[src/rtl/intersection_light_ctrl.sv]
// Two-road (NS/EW) signal phase sequencer with a built-in 1-s prescaler and pedestrian walk.
// Define EMERGENCY_PREEMPT_EN to add emerg_req/emerg_dir green preemption.
module intersection_light_ctrl #(
  parameter int unsigned TICK_CYCLES = 50000000,
  parameter int unsigned GREEN_S     = 10,
  parameter int unsigned YELLOW_S    = 5,
  parameter int unsigned ALLRED_S    = 1,
  parameter int unsigned MIN_GREEN_S = 3
) (
  input  logic       CLOCK_50,
  input  logic       reset,
  input  logic       ped_req,
`ifdef EMERGENCY_PREEMPT_EN
  input  logic       emerg_req,
  input  logic       emerg_dir,
`endif
  output logic [2:0] ns_light,
  output logic [2:0] ew_light,
  output logic       walk,
  output logic [2:0] phase,
  output logic       tick
);

  localparam int unsigned PRE_W = (TICK_CYCLES > 1) ? $clog2(TICK_CYCLES) : 1;

  localparam logic [PRE_W-1:0] PRE_LAST    = PRE_W'(TICK_CYCLES - 1);
  localparam logic [PRE_W-1:0] PRE_ONE     = PRE_W'(1);
  localparam logic [7:0]       GREEN_LAST  = 8'(GREEN_S - 1);
  localparam logic [7:0]       YELLOW_LAST = 8'(YELLOW_S - 1);
  localparam logic [7:0]       ALLRED_LAST = 8'(ALLRED_S - 1);
  localparam logic [7:0]       MIN_LAST    = 8'(MIN_GREEN_S - 1);

  localparam logic [2:0] LAMP_RED    = 3'b100;
  localparam logic [2:0] LAMP_YELLOW = 3'b010;
  localparam logic [2:0] LAMP_GREEN  = 3'b001;

  typedef enum logic [2:0] {
    NS_GREEN  = 3'd0,
    NS_YELLOW = 3'd1,
    ALL_RED_1 = 3'd2,
    EW_GREEN  = 3'd3,
    EW_YELLOW = 3'd4,
    ALL_RED_2 = 3'd5
  } state_t;

  state_t           state_reg, state_next;
  logic [PRE_W-1:0] pre_cnt_reg, pre_cnt_next;
  logic [7:0]       sec_cnt_reg, sec_cnt_next;
  logic             ped_pending_reg, ped_pending_next;
  logic             walk_en_reg, walk_en_next;

  logic [2:0]       ns_light_reg, ew_light_reg, phase_reg;
  logic             walk_reg, tick_reg;

  logic [7:0]       dur_last;
  logic             tick_now;
  logic             seconds_done;
  logic             ns_early_end;
  logic             walk_next;
  logic [2:0]       lamp_next [2];

  logic             preempt_ns, preempt_ew, preempt_active;

`ifdef EMERGENCY_PREEMPT_EN
  assign preempt_ns = emerg_req & ~emerg_dir;
  assign preempt_ew = emerg_req &  emerg_dir;
`else
  assign preempt_ns = 1'b0;
  assign preempt_ew = 1'b0;
`endif
  assign preempt_active = preempt_ns | preempt_ew;

  // Last seconds-count value of the current phase.
  always_comb begin
    dur_last = ALLRED_LAST;
    case (state_reg)
      NS_GREEN,  EW_GREEN:  dur_last = GREEN_LAST;
      NS_YELLOW, EW_YELLOW: dur_last = YELLOW_LAST;
      default:              dur_last = ALLRED_LAST;
    endcase
  end

  always_comb begin
    tick_now         = (pre_cnt_reg == PRE_LAST);
    pre_cnt_next     = tick_now ? '0 : pre_cnt_reg + PRE_ONE;
    sec_cnt_next     = tick_now ? sec_cnt_reg + 8'd1 : sec_cnt_reg;
    seconds_done     = tick_now && (sec_cnt_reg == dur_last);
    ns_early_end     = tick_now && ped_pending_reg && (sec_cnt_reg >= MIN_LAST);
    state_next       = state_reg;
    ped_pending_next = ped_pending_reg;
    walk_en_next     = walk_en_reg;

    case (state_reg)
      NS_GREEN: begin
        // Preemption beats both timers; a held green keeps its count at zero.
        if (preempt_ew)
          state_next = NS_YELLOW;
        else if (preempt_ns)
          sec_cnt_next = '0;
        else if (seconds_done || ns_early_end)
          state_next = NS_YELLOW;
      end
      NS_YELLOW: if (seconds_done) state_next = ALL_RED_1;
      ALL_RED_1: if (seconds_done) state_next = EW_GREEN;
      EW_GREEN: begin
        if (preempt_ns)
          state_next = EW_YELLOW;
        else if (preempt_ew)
          sec_cnt_next = '0;
        else if (seconds_done)
          state_next = EW_YELLOW;
      end
      EW_YELLOW: if (seconds_done) state_next = ALL_RED_2;
      ALL_RED_2: if (seconds_done) state_next = NS_GREEN;
      default:   state_next = ALL_RED_2;
    endcase

    if (state_next != state_reg)
      sec_cnt_next = '0;

    // Walk permission is decided once, on entry to EW green.
    if ((state_next == EW_GREEN) && (state_reg != EW_GREEN)) begin
      walk_en_next     = ped_pending_reg;
      ped_pending_next = 1'b0;
    end
    if (ped_req)
      ped_pending_next = 1'b1;

    walk_next = (state_next == EW_GREEN) && walk_en_next && !preempt_active;
  end

  // Lamp decode per road (0 = NS, 1 = EW) from the next state, so lamps are registered.
  for (genvar gi = 0; gi < 2; gi++) begin : g_road
    localparam logic [2:0] ROAD_GREEN  = (gi == 0) ? 3'd0 : 3'd3;
    localparam logic [2:0] ROAD_YELLOW = (gi == 0) ? 3'd1 : 3'd4;

    assign lamp_next[gi] = (state_next == ROAD_GREEN)  ? LAMP_GREEN  :
                           (state_next == ROAD_YELLOW) ? LAMP_YELLOW : LAMP_RED;
  end

  always_ff @(posedge CLOCK_50) begin
    if (reset) begin
      state_reg       <= ALL_RED_2;
      pre_cnt_reg     <= '0;
      sec_cnt_reg     <= '0;
      ped_pending_reg <= 1'b0;
      walk_en_reg     <= 1'b0;
      ns_light_reg    <= LAMP_RED;
      ew_light_reg    <= LAMP_RED;
      walk_reg        <= 1'b0;
      phase_reg       <= 3'd5;
      tick_reg        <= 1'b0;
    end else begin
      state_reg       <= state_next;
      pre_cnt_reg     <= pre_cnt_next;
      sec_cnt_reg     <= sec_cnt_next;
      ped_pending_reg <= ped_pending_next;
      walk_en_reg     <= walk_en_next;
      ns_light_reg    <= lamp_next[0];
      ew_light_reg    <= lamp_next[1];
      walk_reg        <= walk_next;
      phase_reg       <= state_next;
      tick_reg        <= (pre_cnt_next == PRE_LAST);
    end
  end

  assign ns_light = ns_light_reg;
  assign ew_light = ew_light_reg;
  assign walk     = walk_reg;
  assign phase    = phase_reg;
  assign tick     = tick_reg;

endmodule

[config.mk]
export PLATFORM = sky130hd
export DESIGN_NAME = intersection_light_ctrl
export DESIGN_NICKNAME = d
export VERILOG_FILES = /design/src/rtl/intersection_light_ctrl.sv
export SDC_FILE = /design/constraint.sdc
export NUM_CORES = 1
export LEC_CHECK = 0
export ABC_AREA = 1
export CORE_AREA = 2 2 80 82
export CTS_CLUSTER_SIZE = 24
export DETAILED_ROUTE_END_ITERATION = 8
export DIE_AREA = 0 0 82 84
export PLACE_DENSITY = 0.62
export SETUP_SLACK_MARGIN = 0.1
export SLEW_MARGIN = 25
export SYNTH_ARGS = -nofsm -noshare
export SYNTH_HDL_FRONTEND = slang
export SYNTH_SLANG_ARGS = --single-unit
export TNS_END_PERCENT = 20
[constraint.sdc]
create_clock -name CLOCK_50 -period 3.6 [get_ports CLOCK_50]
set_input_delay 0.36 -clock CLOCK_50 [delete_from_list [all_inputs] [get_ports CLOCK_50]]
set_output_delay 0.36 -clock CLOCK_50 [all_outputs]
set_load 0.02 [all_outputs]
==> flow_metrics.env <==
export IMPL_status="finished, final reports clean"
export IMPL_regToRegStartpoint="pre_cnt_reg[0]$_SDFF_PP0_"
export IMPL_worst_skew_pair_late_latency_ps=300
export IMPL_min_path_type="flop to flop"
export IMPL_number_of_global_route_vias_before_repair=2264
export IMPL_post_synth_top_area_fraction_pct=36.15
export IMPL_detail_route_antenna_nets=0
export IMPL_r2r_setup_slack_ps=1370
export IMPL_power_density_nw_per_um2=305.0
export IMPL_die_w_um=82
export IMPL_post_route_minimum_period_ps=2232
export IMPL_ioPinCount=14
export IMPL_finalWorstSetupSlack_ps=1368
export IMPL_category_of_the_most_critical_setup_path="flop to flop"
export IMPL_holdBufCountCts=0
export IMPL_gp_routability_congestion=0.9319
export IMPL_placementRows=29
export IMPL_synth_cell_types=27
export IMPL_final_skew_ps=9.051
export IMPL_clk_root_buffer_cell="sky130_fd_sc_hd__clkbuf_8"
export IMPL_synth_edff_count=0
export IMPL_slew_at_the_pin_closest_to_its_max_slew_limit_ps=478.9
export IMPL_grt_start_max_net_pins=24
export IMPL_fill_cells=649
export IMPL_drt_first_iter_violations=82
export IMPL_clockBufferDepth=2
export IMPL_cts_tree="built"
export IMPL_critical_path_start_type="flop"
export IMPL_dr_total_vias=2425
export IMPL_initial_utilization_pct=42.69
export IMPL_cp_arrival_ps=2470
export IMPL_postSynthAreaPerCell_um2=6.474
export IMPL_die_footprint_um2=6888
export IMPL_hold_start="pre_cnt_reg[0]$_SDFF_PP0_"
export IMPL_hold_path_end="pre_cnt_reg[0]$_SDFF_PP0_"
export IMPL_yosys_cell_count_top_type="sky130_fd_sc_hd__nand2_1"
export IMPL_detail_route_vias_per_cell=4.869
export IMPL_p_leak_nw=1.171
export IMPL_antenna_found_initial=0
export IMPL_groute_usage_overall_pct=19.14
export IMPL_cell_type_with_the_highest_aggregate_area_in_the_netlist="sky130_fd_sc_hd__dfxtp_1"
export IMPL_global_route_wire_length_before_repair_um=10280
export IMPL_htree_levels=2
export IMPL_yosys_top_cells_count="sky130_fd_sc_hd__nand2_1 (93), sky130_fd_sc_hd__nor2_1 (80), sky130_fd_sc_hd__inv_1 (56)"
export IMPL_timing_fmax_ghz=0.4481
export IMPL_yosysWarningCount=0
export IMPL_final_hold_violation_count=0
export IMPL_number_of_instances_in_the_placed_design=490
export IMPL_detailed_routing_iteration_count_for_the_pre_antenna_repair_pass=4
export IMPL_summed_area_of_non_filler_cells_in_the_final_layout_um2=2920
export IMPL_post_route_drc_count=0
export IMPL_fin_setup_tns_ps=0
export IMPL_max_reg_flops=26
export IMPL_maxSlewHeadroom_pct=68.07
export IMPL_vdd_drop_max_v=0.0001546
export IMPL_num_antenna_cells=0
export IMPL_postCtsResizedCells=0
export IMPL_r2r_worst_path_cells=8
export IMPL_required_ps=3830
export IMPL_multiInputGateArea_um2=1421
export IMPL_final_instance_count_excl_fill=498
export IMPL_synthesis_instances=402
export IMPL_drt_wl_total_um=5954
export IMPL_mappedNetlistArea_um2=2602
export IMPL_port_buffers=13
export IMPL_placement_setup_worst_slack_ps=1422
export IMPL_core_region_area_um2=6096
export IMPL_floorplan_die_height_um=84
export IMPL_layout_nets=426
export IMPL_final_setup_viol_count=0
export IMPL_dp_hpwl_um=4695
export IMPL_cap_viol_max_count=0
export IMPL_area_growth_syn_to_layout_pct=12.21
export IMPL_proportion_of_synthesized_chip_area_in_sequential_cells_pct=36.15
export IMPL_final_min_period_over_clock_period_pct=62.00
export IMPL_share_of_final_layout_standard_cells_stronger_than_drive_strength_1_pct=8.076
export IMPL_synth_ff_type="sky130_fd_sc_hd__dfxtp_1"
export IMPL_synthesis_nets=408
export IMPL_routed_wire_length_per_instance_um=11.96
export IMPL_finalPower_w=0.0008906
export IMPL_kind_of_capture_point_of_the_worst_setup_path="flop"
export IMPL_whs_path_cells=1
export IMPL_regToRegEndpoint="sec_cnt_reg[1]$_SDFFE_PP0N_"
export IMPL_cts_inserted_buffers=5
export IMPL_ys_top_cells_by_area="sky130_fd_sc_hd__dfxtp_1 (36%), sky130_fd_sc_hd__nand2_1 (13%), sky130_fd_sc_hd__nor2_1 (12%), sky130_fd_sc_hd__inv_1 (8.1%), sky130_fd_sc_hd__nand3_1 (5.4%)"
export IMPL_synth_async_sr_flop_share_pct=0
export IMPL_drv_slew=0
export IMPL_number_of_sinks_handled_by_clock_tree_synthesis=47
export IMPL_grt_overflow_total=0
export IMPL_placed_cell_area_um2=2821
export IMPL_ys_seq_elements=47
export IMPL_crit_fanout=13
export IMPL_post_cts_repair_setup_buffers=0
export IMPL_clk_pin_slew_ps=90
export IMPL_grt_setup_unrepaired="false"
export IMPL_sequential_cell_area_um2=940.9
## power breakdown
part	internal (W)	leakage [nW]	switching, W	total, W
Combinational	0.00000663	0.744	0.0000145	0.0000212
Sequential	0.000523	0.380	0.00000410	0.000527
Clock	0.000157	0.0474	0.000185	0.000342
## layout make-up
class                      count  area share, %
timing repair buffer          14          4.713
multi-input combinational    292          48.67
sequential                    47          32.22
tap                           77          3.299
clock inverter                 2         0.5570
clock buffer                   6          2.828
inverter                      60          7.712
## metal layers
metal	up-vias	wire, µm	GRT usage [%]
li1	1301	-	-
met1	1096	2911	26.34
met2	20	2849	30.67
met3	8	112	2.597
met4	0	80	5.909
met5	-	0	0
## through the flow
stage	hold WS [ps]	utilization [%]
3_5_place_dp	518.2	46.28
6_report	540.9	47.91
2_1_floorplan	436.1	-
4_1_cts	539.9	47.91
5_1_grt	583.8	47.91
3_3_place_gp	487.0	46.28
## kinds of logic (layout without fill, tap and decap cells)
kind of cell	Yosys count	after routing	share of synthesized area, %
adder cells (fa/ha/maj)	3	3	1.442
XOR/XNOR	17	17	5.721
AND/OR/NAND/NOR	257	257	44.18
AO/OA/AOI/OAI	15	15	3.269
flip-flops	47	47	36.15
buffers and inverters	63	82	9.231
## critical path, cell delays in order, from the launching register on
cell and delay, ps:
sky130_fd_sc_hd__dfxtp_1 470, sky130_fd_sc_hd__ha_1 330, sky130_fd_sc_hd__nand3_1 180, sky130_fd_sc_hd__nor3_1 170, sky130_fd_sc_hd__nand2_1 100, sky130_fd_sc_hd__nor2_2 390
sky130_fd_sc_hd__inv_1 160, sky130_fd_sc_hd__or2_0 240, sky130_fd_sc_hd__a21oi_1 130
## how the worst max path moves through the flow
stage | from | to | slack, ps | depth (start not counted)
final | pre_cnt_reg[0]$_SDFF_PP0_ | sec_cnt_reg[1]$_SDFFE_PP0N_ | 1370 | 8
after global routing | pre_cnt_reg[0]$_SDFF_PP0_ | walk$_SDFF_PP0_ | 1160 | 10
after CTS | pre_cnt_reg[0]$_SDFF_PP0_ | sec_cnt_reg[1]$_SDFFE_PP0N_ | 1400 | 8
after detailed placement | pre_cnt_reg[0]$_SDFF_PP0_ | sec_cnt_reg[1]$_SDFFE_PP0N_ | 1420 | 8
after global placement | reset | tick$_SDFF_PP0_ | 1500 | 7
after floorplan | pre_cnt_reg[0]$_SDFF_PP0_ | sec_cnt_reg[1]$_SDFFE_PP0N_ | 1820 | 9
## placed cells by master, fill, tap and decap left out, drive strengths merged
| cell type | count |
|---|---|
| clkbuf | 6 |
| clkinvlp | 1 |
| or2 | 2 |
| nand4 | 13 |
| dfxtp | 47 |
| inv | 60 |
| nor2 | 89 |
| clkinv | 1 |
| xor2 | 15 |
| nor3b | 1 |
| nand2 | 95 |
| and2 | 1 |
| o21ai | 6 |
| o2111ai | 1 |
| clkdlybuf4s50 | 13 |
| ha | 3 |
| buf | 1 |
| nor3 | 21 |
| nor4 | 1 |
| nand3 | 34 |
| xnor2 | 2 |
| a21oi | 8 |
(Power assumes the default switching activity.)
